File: config.mk
export PLATFORM = sky130hd
export DESIGN_NAME = mesh_term_fifo_flat
export DESIGN_NICKNAME = d
export VERILOG_FILES = /design/src/rtl/mesh_term_fifo_pkg.sv /design/src/rtl/mesh_term_fifo_if.sv /design/src/rtl/mesh_term_fifo.sv /design/src/flat_wrapper.sv
export SDC_FILE = /design/constraint.sdc
export NUM_CORES = 1
export LEC_CHECK = 0
export CAP_MARGIN = 20
export CORE_UTILIZATION = 40
export DETAILED_ROUTE_END_ITERATION = 16
export PLACE_DENSITY = 0.62
export REMOVE_ABC_BUFFERS = 1
export SLEW_MARGIN = 25
export SYNTH_ARGS = -nofsm -noshare
export SYNTH_HDL_FRONTEND = slang
export SYNTH_SLANG_ARGS = --single-unit
File: constraint.sdc
create_clock -name clk -period 8 [get_ports clk]
set_clock_uncertainty 0.1 [all_clocks]
set_input_delay 0.8 -clock clk [delete_from_list [all_inputs] [get_ports clk]]
set_output_delay 0.8 -clock clk [all_outputs]
set_load 0.02 [all_outputs]
File: src/rtl/mesh_term_fifo_pkg.sv
// ---------------------------------------------------------------------------
// mesh_term_pkg
// Shared constants and sizing helpers for the mesh terminal FIFO.
//   PCKG_SZ_DEF : default packet width in bits
//   DROP_W      : width of the saturating drop counter
//   cnt_w()     : width needed to hold an occupancy of 0..depth
//   ptr_w()     : width needed to address 0..depth-1
// ---------------------------------------------------------------------------
package mesh_term_pkg;

    localparam int PCKG_SZ_DEF = 50;
    localparam int DROP_W      = 16;

    function automatic int cnt_w(input int depth);
        return $clog2(depth + 1);
    endfunction

    // Depth is at least 2, so this never collapses to zero bits.
    function automatic int ptr_w(input int depth);
        return $clog2(depth);
    endfunction

endpackage

File: src/rtl/mesh_term_fifo_if.sv
// ---------------------------------------------------------------------------
// mesh_term_fifo_if
// Handshake bundle between a mesh terminal / router and its terminal FIFO.
//   push, data_in, full          : terminal write side
//   pop, data_out, pndng         : router read side (first-word-fall-through)
//   flush                        : synchronous discard of all stored packets
//   count, drop_cnt              : occupancy and saturating drop statistics
// Modports:
//   master : the driver of the FIFO (terminal + router side)
//   slave  : the FIFO itself
// ---------------------------------------------------------------------------
interface mesh_term_fifo_if
    import mesh_term_pkg::*;
#(
    parameter int pckg_sz    = PCKG_SZ_DEF,
    parameter int fifo_depth = 4
);

    localparam int CNT_W = cnt_w(fifo_depth);

    logic               push;
    logic [pckg_sz-1:0] data_in;
    logic               full;
    logic               pop;
    logic [pckg_sz-1:0] data_out;
    logic               pndng;
    logic               flush;
    logic [CNT_W-1:0]   count;
    logic [DROP_W-1:0]  drop_cnt;

    modport master (
        output push, data_in, pop, flush,
        input  full, data_out, pndng, count, drop_cnt
    );

    modport slave (
        input  push, data_in, pop, flush,
        output full, data_out, pndng, count, drop_cnt
    );

endinterface

File: src/rtl/mesh_term_fifo.sv
// ---------------------------------------------------------------------------
// mesh_term_fifo
// First-word-fall-through packet FIFO sitting between one mesh terminal and
// the router. The head packet is visible on data_out whenever pndng=1.
// Ports:
//   clk   : single clock, all state updates on the rising edge
//   reset : asynchronous active-low reset (clears pointers, count, drop_cnt)
//   bus   : mesh_term_fifo_if.slave (push/data_in/full, pop/data_out/pndng,
//           flush, count, drop_cnt)
// ---------------------------------------------------------------------------
module mesh_term_fifo
    import mesh_term_pkg::*;
#(
    parameter int pckg_sz    = PCKG_SZ_DEF,
    parameter int fifo_depth = 4
) (
    input logic              clk,
    input logic              reset,
    mesh_term_fifo_if.slave  bus
);

    localparam int CNT_W = cnt_w(fifo_depth);
    localparam int PTR_W = ptr_w(fifo_depth);

    localparam logic [CNT_W-1:0]  DEPTH_C  = CNT_W'(fifo_depth);
    localparam logic [PTR_W-1:0]  LAST_PTR = PTR_W'(fifo_depth - 1);
    localparam logic [DROP_W-1:0] DROP_MAX = {DROP_W{1'b1}};

    logic [pckg_sz-1:0] mem [fifo_depth];

    logic [PTR_W-1:0]  wr_ptr;
    logic [PTR_W-1:0]  rd_ptr;
    logic [CNT_W-1:0]  count;
    logic [CNT_W-1:0]  count_nxt;
    logic [DROP_W-1:0] drop_cnt;

    logic full;
    logic pndng;
    logic do_pop;
    logic do_push;
    logic drop;

    // Pointers wrap explicitly so depths that are not a power of two work.
    function automatic logic [PTR_W-1:0] ptr_inc(input logic [PTR_W-1:0] p);
        return (p == LAST_PTR) ? '0 : p + 1'b1;
    endfunction

    // Status flags depend only on the registered count.
    assign full  = (count == DEPTH_C);
    assign pndng = (count != '0);

    // A pop on an empty FIFO is ignored. A push into a full FIFO still goes
    // through if the same-cycle pop frees the head slot.
    assign do_pop  = bus.pop && pndng;
    assign do_push = bus.push && (!full || do_pop);
    assign drop    = bus.push && full && !bus.pop;

    always_comb begin
        count_nxt = count;
        case ({do_push, do_pop})
            2'b10:   count_nxt = count + 1'b1;
            2'b01:   count_nxt = count - 1'b1;
            default: count_nxt = count;
        endcase
    end

    // Packet storage is deliberately not reset; only the pointers define
    // which entries are live.
    always_ff @(posedge clk) begin
        if (!bus.flush && do_push) begin
            mem[wr_ptr] <= bus.data_in;
        end
    end

    // Pointer and occupancy state. Flush takes priority over push and pop.
    always_ff @(posedge clk or negedge reset) begin
        if (!reset) begin
            wr_ptr <= '0;
            rd_ptr <= '0;
            count  <= '0;
        end else if (bus.flush) begin
            wr_ptr <= '0;
            rd_ptr <= '0;
            count  <= '0;
        end else begin
            if (do_push) wr_ptr <= ptr_inc(wr_ptr);
            if (do_pop)  rd_ptr <= ptr_inc(rd_ptr);
            count <= count_nxt;
        end
    end

    // Rejected pushes are counted until the counter saturates; a flush
    // cycle discards the push instead of counting it as a drop.
    always_ff @(posedge clk or negedge reset) begin
        if (!reset) begin
            drop_cnt <= '0;
        end else if (drop && !bus.flush && (drop_cnt != DROP_MAX)) begin
            drop_cnt <= drop_cnt + 1'b1;
        end
    end

    assign bus.data_out = mem[rd_ptr];
    assign bus.full     = full;
    assign bus.pndng    = pndng;
    assign bus.count    = count;
    assign bus.drop_cnt = drop_cnt;

endmodule

File: src/flat_wrapper.sv
// flat-port wrapper written by rule: the top's interface ports become plain ports
module mesh_term_fifo_flat import mesh_term_pkg::*;
#(
    parameter int pckg_sz    = PCKG_SZ_DEF,
    parameter int fifo_depth = 4
)
  (clk, reset, bus_push, bus_data_in, bus_pop, bus_flush, bus_full, bus_data_out, bus_pndng, bus_count, bus_drop_cnt);
  mesh_term_fifo_if #(.pckg_sz(pckg_sz), .fifo_depth(fifo_depth)) bus_i ();
  input logic clk;
  input logic reset;
  input wire logic [$bits(bus_i.push)-1:0] bus_push;
  input wire logic [$bits(bus_i.data_in)-1:0] bus_data_in;
  input wire logic [$bits(bus_i.pop)-1:0] bus_pop;
  input wire logic [$bits(bus_i.flush)-1:0] bus_flush;
  output wire logic [$bits(bus_i.full)-1:0] bus_full;
  output wire logic [$bits(bus_i.data_out)-1:0] bus_data_out;
  output wire logic [$bits(bus_i.pndng)-1:0] bus_pndng;
  output wire logic [$bits(bus_i.count)-1:0] bus_count;
  output wire logic [$bits(bus_i.drop_cnt)-1:0] bus_drop_cnt;
  assign bus_i.push = bus_push;
  assign bus_i.data_in = bus_data_in;
  assign bus_i.pop = bus_pop;
  assign bus_i.flush = bus_flush;
  assign bus_full = bus_i.full;
  assign bus_data_out = bus_i.data_out;
  assign bus_pndng = bus_i.pndng;
  assign bus_count = bus_i.count;
  assign bus_drop_cnt = bus_i.drop_cnt;
  mesh_term_fifo #(.pckg_sz(pckg_sz), .fifo_depth(fifo_depth)) u_core (.clk(clk), .reset(reset), .bus(bus_i));
endmodule
Word-level counts from Yosys, hierarchy flattened
Memory sizes are Yosys's and may differ from the RTL's.
Cells that the tools add are included.

operators by class
  mux-type cells = 10
  add/sub/neg operators = 5
  equal/unequal tests = 6
  reductions and logical operators = 15

operators with widths
  operator                                           number
  adder 16 x 1 -> 16 bit (second input constant)     1
  inequality test 16 bit (second input constant)     1
  2-to-1 mux 2 bit                                   6
  logical AND 1 bit                                  7
  == test 2 bit (second input constant)              3
  case mux 3 bit (2 select lines)                    1
  nonzero test 3 bit                                 2
  adder 2 x 1 -> 2 bit (second input constant)       2
  nonzero test 2 bit                                 2
  adder 3 x 1 -> 3 bit (second input constant)       1
  == test 3 bit (second input constant)              1
  logical NOT 1 bit                                  3
  2-to-1 mux 3 bit                                   1
  subtractor 3 x 1 -> 3 bit (second input constant)  1
  == test 2 x 1 -> 1 bit (second input constant)     1
  2-to-1 mux 1 bit                                   2
  logical OR 1 bit                                   1

word-level totals
  bits in registers = 23
  RAM bits = 200
  bits of input ports = 55
  output and inout port bits = 71
  memories = 1
  logic and storage cells = 41

memory list
  memory      words  bits a word  read ports  clocked after memory_dff  wr ports  line                  RTL
  u_core.mem  4      50           1           0                         1         mesh_term_fifo.sv:29  logic [pckg_sz-1:0] mem [fifo_depth];

Longest topological paths before layout
  depth in word-level cells = 7
  gate-level depth with buffers = 8
  depth with buffers taken out = 7

Least setup slack after synthesis
Ideal clock, no wire load.

  path kind = input-to-reg
  start = input bus_pop
  end = memory u_core.mem[0][0] (netlist bit), enable pin
  data arrival time = 2650 ps
  path buffers = 1
  data required time = 7487 ps
  slack = 4837 ps
  library setup time = 413 ps
  stages = 5
  path through = buf_2 -> nor4b_4 -> nand2b_2 -> nor2_1 -> and2_1

between the ends
  word-level cells in the longest chain between the ends = 6

RTL lines
  what                                    line                  RTL
  from (decl)                             flat_wrapper.sv:13    input wire logic [$bits(bus_i.pop)-1:0] bus_pop;
  logical AND 1 bit                       mesh_term_fifo.sv:54  assign do_pop = bus.pop && pndng;
  logical OR 1 bit                        mesh_term_fifo.sv:55  assign do_push = bus.push && (!full || do_pop);
  logical AND 1 bit                       mesh_term_fifo.sv:55
  logical AND 1 bit                       mesh_term_fifo.sv:70  if (!bus.flush && do_push) begin
  2-to-1 mux 1 bit                        mesh_term_fifo.sv:70
  2-to-1 mux 1 bit (not written as such)  mesh_term_fifo.sv:71  mem[wr_ptr] <= bus.data_in;
  to (decl)                               mesh_term_fifo.sv:29

No other way between the ends.

Worst setup path in the final report
  start = register u_core.rd_ptr[0]
  end = output bus_data_out[7]

between the ends
  word-level cells in the longest chain between the ends = 1

RTL lines
  what                    line                  RTL
  from (decl)             mesh_term_fifo.sv:32  logic [PTR_W-1:0] rd_ptr;
  from (signal assigned)  mesh_term_fifo.sv:87  if (do_pop) rd_ptr <= ptr_inc(rd_ptr);
  memory (4 x 50 bit)     n/a
  to (decl)               flat_wrapper.sv:16    output wire logic [$bits(bus_i.data_out)-1:0] bus_data_out;

No other way between the ends.

==> reports/results.ini <==
[global_route]
grt_pass1_vias=4592
antenna_found_initial=0
gr-total-overflow=0
grt_pass1_wl_mm=25.0
grt_start_max_net_pins=51
track_usage_pct=14.8

[detailed_routing]
drt-initial-drc-count=156
vias=4289
vias_per_cell=5.16
totalWireLength_mm=16.0
drc=0
antenna_left=0
routedWlPerCell_um=19.3
drt_first_pass_iters=6

[floorplan]
die_w_um=149
initial_core_util_pct=40.9
rows=53
die_y_um=149
core_region_area_um2=21100
ios=126
die-area_um2=22100

[cts]
cts_sinks=223
insertion_delay_ps=490
cts_buffers=23
h-tree-depth=1
cts_max_path_buffers=3
hold_buffers=0
cts-root-buf=clkbuf_16
post-cts-setup-buffer-count=0
cts_tree=done
path_clk_slew_ps=60
cts_resized=0

[yosys]
synthArstFlopShare_pct=10.3
ys_ff_latch=223
yosys_warnings=0
ys.flop_type=edfxtp_1
syn_inst=400
syn_area_um2=8620
synth_top_family_by_area=multiplexers
synth_edf_count=200
yosys.area_share.adder_pct=1.10
synth_cell_type_count=48
yosys.area_share.xor_xnor_pct=1.22
synth_area_per_cell_um2=21.5
muxShareOfSynthArea_pct=14.1
yosysSeqAreaShare_pct=76.4
synth_compound_area_share_pct=1.21
synthSimpleGateAreaFrac_pct=4.84

[timing]
timing.final.hold_violations=0
max_freq_mhz=279
tightestPinTransition_ps=784
setup_viol_count_final=0
fin_crit_sh_pct=44.8
tns_ps=0
slew_headroom_pct=47.7
rsz0062_at_grt=false
timing.final.ws_setup_ps=4420
fin_crit_ps=3580
slew_violations=0

[critical_path]
cp-end-kind=primary output
cpLargestDelayFamily=buffers and inverters
rr_worst_depth=5
critPathSlowestCell=dfrtp_4
worstPathRequired_ps=7100
start_kind=flip-flop
crit_arrival_ps=2680
cp.buffers_inverters=2
cp_slowest_stage_delay_ps=720
critPathMaxFanout=33
worstSetupPathDepth=3
critPathKind=reg2out
cp_cell_sequence=buf_16, mux4_2, clkdlybuf4s50_1

[layout]
finish.utilization_pct=51.8
nets=601
drive_above_1_share_pct=20.1
fin_area_um2=10900
syn_to_final_growth_pct=26.7
antenna_cells=0

[min_path]
min_path_type=in2async

[power]
leakage_nw=3.64
peakVddDrop_mv=0.133
p_per_area_nw_per_um2=246

[flow_run]
drv_cap=0

[run_status]
run_status=finished clean

[placement]
place_ws_ps=4440
gp_congestion=0.799
place_area_um2=10200
port_buffers=125
hpwl_mm=9.71

-- state kept, by name, indices dropped and copies added (netlist names) --
| register | count |
|---|---|
| u_core.bus.count | 3 |
| u_core.bus.drop_cnt | 16 |
| u_core.mem | 200 |
| u_core.rd_ptr | 2 |
| u_core.wr_ptr | 2 |
-- cells by family (layout without fill, tap and decap cells) --
family	after synthesis	after routing
DFF	223	223
buffers and inverters	22	178
xor gates and xnor gates	12	12
muxes	58	58
adders and majority gates	7	7
AOI/OAI and AO/OA	14	14
and+or+nand+nor	64	64
-- through the flow --
| step | std cells | power, mW | hold slack, ps |
|---|---|---|---|
| after CTS | 831 | 2.72 | 182 |
| final | 831 | 2.69 | 172 |
| after global placement | 788 | 1.69 | 385 |
| after floorplan | 383 | 1.54 | 404 |
| after global routing | 831 | 2.79 | 195 |
| after detailed placement | 789 | 1.71 | 384 |
-- per-layer routing --
layer  vias to the layer above  track usage [%]  part of all wire (%)  wire [um]
met5                         -                0                     0          0
met4                         0             3.27                   1.1        181
met3                        16             3.52                   6.7       1080
met2                       125             25.0                    49       7800
met1                      2221             19.4                    43       6950
li1                       1927                -                     -          -
-- layout make-up --
| type | instances | area (um^2) |
|---|---|---|
| Multi-Input combinational cell | 155 | 1940 |
| Fill cell | 1679 | 10200 |
| Tap cell | 275 | 344 |
| Clock buffer | 28 | 594 |
| Clock inverter | 14 | 126 |
| Sequential cell | 223 | 6590 |
| Timing Repair Buffer | 131 | 1310 |
| Inverter | 5 | 18.8 |
-- cell usage after synthesis, drive strengths merged (5+ instances only) --
library cell	count	area (um^2)
dfrtp	23	576
clkbuf	8	30.0
nand2	7	33.8
mux4	50	1130
nand4	5	43.8
buf	9	53.8
xor2	11	96.3
nor2	16	62.6
and2	5	31.3
edfxtp	200	6010
inv	5	18.8
nor3	9	50.1
ha	6	75.1
-- power breakdown --
part           total, mW  switching, mW  internal [mW]
sequential          1.34         0.0296           1.31
clock               1.01          0.414          0.595
combinational      0.339          0.159          0.180
total               2.69          0.602           2.08
-- cell usage in the layout (no fill, tap or decap), drive strengths merged, types with 3 or more instances in the layout --
cell	instances
and2	5
ha	6
dfrtp	23
clkbuf	28
edfxtp	200
a21oi	4
xor2	11
nor4	4
mux2	4
nand4	5
or3	3
mux4	50
mux2i	4
inv	6
nand3	4
buf	7
nand2b	3
clkdlybuf4s50	124
clkinv	10
nand2	7
nor2	16
nor3	9
-- final timing paths --
path,endpoint,slack (ps),start
worst max-delay path,bus_data_out[7],4420,u_core.rd_ptr[0]
worst min-delay path,u_core.bus.drop_cnt[11],170,reset
worst max register to register,u_core.mem[1][14],5310,u_core.bus.count[0]
worst min register to register,u_core.bus.drop_cnt[11],410,u_core.bus.drop_cnt[11]
max in group asynchronous,u_core.rd_ptr[0],7230,reset
min in group clk,u_core.bus.drop_cnt[11],410,u_core.bus.drop_cnt[11]
Power figures use the tool's default switching activity.
